### src/rtl/spi_slave.sv
// SPI mode 0-3 byte slave with Wishbone register access.
// SPI inputs are oversampled in the clk_i domain; data and control/status registers are at adr[2]=0/1.
module spi_slave #(
  parameter logic [7:0] IDLE_BYTE = 8'hFF
) (
  input  logic        clk_i,
  input  logic        rst_i,
  input  logic        sclk,
  input  logic        cs_n,
  input  logic        mosi,
  output logic        miso,
  output logic        miso_oe,
  output logic        irq,
  input  logic        cyc,
  input  logic        stb,
  input  logic        we,
  input  logic [3:0]  adr,
  input  logic [3:0]  sel,
  input  logic [31:0] dat_i,
  output logic [31:0] dat_o,
  output logic        ack,
  output logic        stall
);

  localparam logic [0:0] S_IDLE = 1'b0;
  localparam logic [0:0] S_DONE = 1'b1;

  logic [0:0] state;
  logic [1:0] sclk_sync, cs_sync, mosi_sync;
  logic       sclk_prev, cs_prev;
  logic [7:0] conf, tx_buf, tx_shift, rx_shift, rx_byte;
  logic       tx_full, rx_unread, overrun, byte_done;
  logic [2:0] bit_cnt;

  logic       sclk_s, cs_s, mosi_s, cpol, cpha, selected;
  logic       cs_fall, cs_rise, sclk_edge, lead, trail;
  logic       sample_edge, shift_edge, boundary;
  logic [7:0] rx_next, reload_val;
  logic       bus_req, wr_data, rd_data, wr_ctrl, rd_ctrl;
  logic       unused_ok;

  always_ff @(posedge clk_i or negedge rst_i) begin
    if (!rst_i) begin
      sclk_sync <= '1;
      cs_sync   <= '1;
      mosi_sync <= '1;
      sclk_prev <= 1'b1;
      cs_prev   <= 1'b1;
    end else begin
      sclk_sync <= {sclk_sync[0], sclk};
      cs_sync   <= {cs_sync[0], cs_n};
      mosi_sync <= {mosi_sync[0], mosi};
      sclk_prev <= sclk_sync[1];
      cs_prev   <= cs_sync[1];
    end
  end

  always_comb begin
    sclk_s      = sclk_sync[1];
    cs_s        = cs_sync[1];
    mosi_s      = mosi_sync[1];
    cpol        = conf[1];
    cpha        = conf[0];
    selected    = ~cs_s;
    cs_fall     = cs_prev & ~cs_s;
    cs_rise     = ~cs_prev & cs_s;
    sclk_edge   = sclk_prev ^ sclk_s;
    lead        = selected & ~cs_fall & sclk_edge & (sclk_s != cpol);
    trail       = selected & ~cs_fall & sclk_edge & (sclk_s == cpol);
    sample_edge = cpha ? trail : lead;
    // cpha=1: the first leading edge of a byte must not shift, bit 7 is already on miso
    shift_edge  = cpha ? (lead & (bit_cnt != 3'd0)) : trail;
    boundary    = cpha ? (sample_edge & (bit_cnt == 3'd7)) : (trail & byte_done);
    rx_next     = {rx_shift[6:0], mosi_s};
    reload_val  = tx_full ? tx_buf : IDLE_BYTE;
    bus_req     = (state == S_IDLE) & cyc & stb;
    wr_data     = bus_req & we & ~adr[2];
    rd_data     = bus_req & ~we & ~adr[2];
    wr_ctrl     = bus_req & we & adr[2];
    rd_ctrl     = bus_req & ~we & adr[2];
  end

  always_ff @(posedge clk_i or negedge rst_i) begin
    if (!rst_i) begin
      state     <= S_IDLE;
      conf      <= '0;
      tx_buf    <= '0;
      tx_full   <= 1'b0;
      rx_byte   <= '0;
      rx_unread <= 1'b0;
      overrun   <= 1'b0;
      dat_o     <= '0;
      bit_cnt   <= '0;
      byte_done <= 1'b0;
      rx_shift  <= '0;
      tx_shift  <= IDLE_BYTE;
    end else begin
      case (state)
        S_IDLE:  if (cyc && stb) state <= S_DONE;
        default: state <= S_IDLE;
      endcase

      // Bus clears first, SPI sets after, data write last: later assignments win on collisions
      if (rd_data) begin
        dat_o     <= {24'h0, rx_byte};
        rx_unread <= 1'b0;
      end
      if (rd_ctrl)
        dat_o <= {8'h0, conf, 11'h0, selected, overrun, tx_full, 1'b0, rx_unread};
      if (wr_ctrl && sel[2])
        conf <= dat_i[23:16];
      if (wr_ctrl && sel[0] && dat_i[3])
        overrun <= 1'b0;

      if (cs_fall) begin
        bit_cnt   <= '0;
        byte_done <= 1'b0;
        rx_shift  <= '0;
        tx_shift  <= reload_val;
        tx_full   <= 1'b0;
      end else if (cs_rise) begin
        bit_cnt   <= '0;
        byte_done <= 1'b0;
      end else begin
        if (sample_edge) begin
          rx_shift <= rx_next;
          bit_cnt  <= bit_cnt + 3'd1;
          if (!cpha && bit_cnt == 3'd7)
            byte_done <= 1'b1;
        end
        if (boundary) begin
          rx_byte   <= cpha ? rx_next : rx_shift;
          rx_unread <= 1'b1;
          if (rx_unread)
            overrun <= 1'b1;
          tx_shift  <= reload_val;
          tx_full   <= 1'b0;
          bit_cnt   <= '0;
          byte_done <= 1'b0;
        end else if (shift_edge) begin
          tx_shift <= {tx_shift[6:0], 1'b0};
        end
      end

      if (wr_data) begin
        tx_buf  <= dat_i[7:0];
        tx_full <= 1'b1;
      end
    end
  end

  assign miso      = tx_shift[7];
  assign miso_oe   = selected;
  assign irq       = rx_unread | overrun;
  assign ack       = (state == S_DONE);
  assign stall     = 1'b0;
  assign unused_ok = &{1'b0, adr[3], adr[1:0], sel[3], sel[1], dat_i[31:24], dat_i[15:8]};

endmodule

### config.mk
export PLATFORM = sky130hd
export DESIGN_NAME = spi_slave
export DESIGN_NICKNAME = d
export VERILOG_FILES = /design/src/rtl/spi_slave.sv
export SDC_FILE = /design/constraint.sdc
export NUM_CORES = 1
export LEC_CHECK = 0
export ABC_AREA = 1
export CORE_MARGIN = 5
export CORE_UTILIZATION = 55
export CTS_BUF_LIST = sky130_fd_sc_hd__clkbuf_4
export CTS_CLUSTER_SIZE = 16
export DETAILED_ROUTE_END_ITERATION = 6
export PLACE_DENSITY = 0.88
export SYNTH_ARGS = -nofsm -noshare
export SYNTH_HDL_FRONTEND = slang
export SYNTH_SLANG_ARGS = --single-unit
export TNS_END_PERCENT = 20
### constraint.sdc
create_clock -name clk_i -period 5 [get_ports clk_i]
set_input_delay 0.75 -clock clk_i [delete_from_list [all_inputs] [get_ports clk_i]]
set_output_delay 0.75 -clock clk_i [all_outputs]
set_load 0.05 [all_outputs]
* Yosys cells after proc, flatten, opt, wreduce, memory -nomap -nowiden *
Index checks and enable logic that the tools add are counted.
W data, S select, Z words.

word-level totals
  register bits = 88
  input port bits = 48
  output and inout bits = 37

cells by class
  add/subtract/negate cells = 1
  equal/unequal tests = 5
  multiplexer cells = 38
  bitwise logic cells = 26
  reductions and logical operators = 18

operators with widths
  kind                   number
  $mux W8                9
  $mux W32               2
  $mux W1                23
  $and A1 B1 Y1          17
  $mux W3                4
  $reduce_bool A3 Y1     3
  $reduce_and A2 Y1      4
  $reduce_bool A4 Y1     2
  $not A1 Y1             7
  $logic_and A1 B1 Y1    5
  $reduce_bool A2 Y1     2
  $add A3 B1 Y3 const B  1
  $eq A3 B3 Y1 const B   1
  $ne A3 B2 Y1 const B   1
  $reduce_and A3 Y1      1
  $ne A2 B2 Y1 const B   1
  $eq A1 B1 Y1           1
  $logic_not A1 Y1       1
  $ne A1 B1 Y1           1
  $or A1 B1 Y1           1
  $xor A1 B1 Y1          1

* Longest topological paths before layout *
  depth in word-level cells = 13
  gate-level depth with buffers = 12

* Worst setup path after synthesis *
No wires, ideal clock.

  path kind = register -> register
  start point = register cs_sync[1]
  end point = register rx_shift[7]
  setup time = 0.126 ns
  data arrival time = 1.815 ns
  data required time = 4.874 ns
  slack = 3.059 ns
  stages on the path, launching flop included = 10
  buffers on the path = 1
  clock period less this slack = 1.941 ns
  cell sequence = dfstp_2 > inv_1 > ha_1 > nand2_2 > nor2_8 > nand3_1 > nand2_1 > o21ai_1 > buf_2 > o21ai_0

on the way
  cells in the longest elaborated chain, start to end = 9

ends and longest elaborated chain
  element                           RTL line  RTL
  start: declaration                29        logic [1:0] sclk_sync, cs_sync, mosi_sync;
  start signal: assignment          51        cs_sync <= {cs_sync[0], cs_n};
  $not A1 Y1 (*)                    64        selected = ~cs_s;
  named net miso_oe                 12        output logic miso_oe,
  $and A1 B1 Y1                     65        cs_fall = cs_prev & ~cs_s;
  $not A1 Y1 (no line)              n/a
  $and A1 B1 Y1 (2 in series)       68, 69
  $and A1 B1 Y1 (on tied branches)  68, 69
  $mux W1                           70        sample_edge = cpha ? trail : lead;
  $reduce_bool A2 Y1 (no line)      n/a
  $reduce_and A2 Y1 (no line)       n/a
  end signal: assignment            126       rx_shift <= rx_next;
  end: declaration                  31        logic [7:0] conf, tx_buf, tx_shift, rx_shift, rx_byte;

The timed path passes the listed nets; every way through them passes the cells marked *.
A chain may end at the register's enable or synchronous reset.

* Worst setup path after layout *
  start point = register overrun
  end point = output port irq

on the way
  cells in the longest elaborated chain, start to end = 1

ends and longest elaborated chain
  element                   RTL line  RTL
  start: declaration        32        logic tx_full, rx_unread, overrun, byte_done;
  start signal: assignment  91        overrun <= 1'b0;
  start signal: assignment  113       overrun <= 1'b0;
  start signal: assignment  135       overrun <= 1'b1;
  $or A1 B1 Y1              154       assign irq = rx_unread | overrun;
  end: declaration          13        output logic irq,

No other way between the ends.

==> out/metrics.cfg <==
[routing]
drtIter0Drc=120
post_drt_wl_per_cell_um=13.9
vias=2495
viasPerCell=5.21
detail_route.first_pass.iterations=4
wirelength_um=6650
postRouteAntennaNets=0
drc=0

[global_route]
grt_antenna_before_repair=0
grt_pass1_wl_um=11000
grt.total_usage=0.184
grt_overflow=0
grt_max_degree=52
grt_pass1_vias=2480

[cts]
clock-sinks=72
postCtsHoldBufs=0
cts_root_buffer=clkbuf_4
clk_latency_ns=0.43
clk_pin_slew_ns=0.12
cts_tree=yes
cts_resized=0
h-tree-depth=3
cts_buffers=9
cts_setup_buffers=0
cts_buffer_depth=2

[setup_path]
r2r_cells=9
path_max_fanout=3
endpoint_kind=output port
arrival_ns=1.81
worstSetupPathType=reg -> out
critPathLaunchType=flop
cp_data_required_time_ns=4.25

[sta]
hold_viol_final=0
tns_ns=0
holdWs_ns=0.363
slew_headroom=0.270
tightestPinTransition_ns=1.10
fmax_mhz=390
finalClockSkew_ns=0.0205
rsz0062_at_grt=no
setup_violations=0
slew_viol_final=0
fin_crit_ns=2.56
timing.final.crit_share=0.513

[placed_design]
numPortBuffers=46
dp_hpwl_um=4630
dp.cells=463
gp_congestion=0.822

[die]
num_rows=28
start_util=0.568
dieArea_um2=7820
core_area_um2=5960
pin_count=85
dieWidth_um=88.4
die_y_um=88.4

[power]
p_leak_nw=1.89
peakVddDrop_uv=245
power.density_nw_per_um2=394

[synth]
synth-edff-count=0
synth-seq-cells=72
synth_top_area_cell=dfrtp_1
yosysSeqAreaShare=0.539
yosysTopAreaCellShare=0.414
yosysUniqueCellTypes=33
syn_inst=350
synth_most_common_cell=nand2_1
syn-cell-area_um2=3380
ys.flop_type=dfrtp_1
synth-async-reset-ratio=1.00
yosys-top-cells-area=dfrtp_1 41%, dfstp_2 12%, nand2_1 8.8%
synthTopCellsByCount=79 x nand2_1, 56 x dfrtp_1, 34 x inv_1, 22 x nor2_1, 20 x o21ai_0
avgSynthCellArea_um2=9.66
synth-warning-count=0

[finish]
antenna_cells=0
fillers=458
final_cells=479
layout-drive-gt1-share=0.168
area_growth_pct=18.1
fin_nets=453

[hold_path]
holdPathStages=0
holdCritPathClass=reg -> reg

[status]
status=finished clean

[flow_run]
max-cap-violations=0

-- worst max-delay path, stage by stage (launching register included) --
cell and delay [ns]:
dfrtp_1 0.41, or2_2 0.29, clkdlybuf4s50_1 0.70
-- flip-flops by register name, indices dropped and copies added, names as in the netlist --
register,cells
cs_sync,2
tx_buf,8
dat_o,16
overrun,1
rx_byte,8
ack,1
tx_shift,8
rx_unread,1
sclk_sync,2
tx_full,1
mosi_sync,2
bit_cnt,3
conf,8
rx_shift,8
cs_prev,1
sclk_prev,1
byte_done,1
-- final timing paths --
path,startpoint,end,slack (ns)
setup / recovery,overrun$_DFF_PN0_,irq,2.44
hold / removal,sclk_sync[0]$_DFF_PN1_,sclk_sync[1]$_DFF_PN1_,0.36
setup reg to reg,cs_sync[1]$_DFF_PN1_,rx_shift[0]$_DFFE_PN0P_,2.76
hold reg to reg,sclk_sync[0]$_DFF_PN1_,sclk_sync[1]$_DFF_PN1_,0.36
max in group asynchronous,rst_i,cs_prev$_DFF_PN1_,3.54
min in group asynchronous,rst_i,conf[1]$_DFFE_PN0P_,0.52
-- layout by cell type, fill, tap and decap left out, types with 7 or more instances in the layout --
cell type	Yosys	final
dfstp_2	16	16
a21oi_1	12	12
mux2_2	7	7
nand2_1	79	79
nor2_1	22	22
dfrtp_1	56	56
nand4_1	12	12
clkdlybuf4s50_1	0	45
inv_1	34	34
o21ai_2	11	11
clkbuf_4	0	10
o21ai_1	7	7
o21ai_0	20	20
nand3_1	10	10
conb_1	1	17
-- cells by family (layout without fill, tap and decap cells) --
family	after synthesis	in the layout	synth area share
compound gates	58	58	0.105
buf+inv	64	102	0.0947
fa+ha+maj	6	6	0.0222
other cells	1	17	0.00111
mux	12	12	0.0381
simple gates	137	137	0.200
flops	72	72	0.539
-- final cells by class --
cell class | instances | area [um2] | share of cell area
flip-flops and latches | 72 | 1820 | 0.456
multi-input cells | 230 | 1300 | 0.326
repair buffers | 47 | 463 | 0.116
inverters | 39 | 146 | 0.0367
well taps | 75 | 93.8 | 0.0235
clock inverters | 6 | 92.6 | 0.0232
clock buffers | 10 | 75.1 | 0.0188
-- where the power goes --
group	leakage [nW]	switching, W	total, W	internal [W]
clock	0.0832	0.000219	0.000430	0.000211
combinational	0.925	0.000257	0.000397	0.000140
sequential	0.883	0.0000590	0.000747	0.000688
-- metal layers --
layer  vias up  track usage  wire length, um
met5         -            0                0
met4         0       0.0948              169
met3        17       0.0400              406
met2        78        0.309             3290
met1      1193        0.222             2790
li1       1207            -                -
-- through the flow --
stage | utilization | total power [W] | setup WS [ns] | instance area (um2)
global placement | 0.642 | 0.00113 | 2.50 | 3820
CTS | 0.670 | 0.00159 | 2.42 | 3990
floorplan | - | 0.00104 | 3.06 | 3440
finish | 0.670 | 0.00157 | 2.44 | 3990
global route | 0.670 | 0.00165 | 2.38 | 3990
detailed placement | 0.642 | 0.00115 | 2.44 | 3820
No activity file was read; power rests on OpenSTA's default activity.
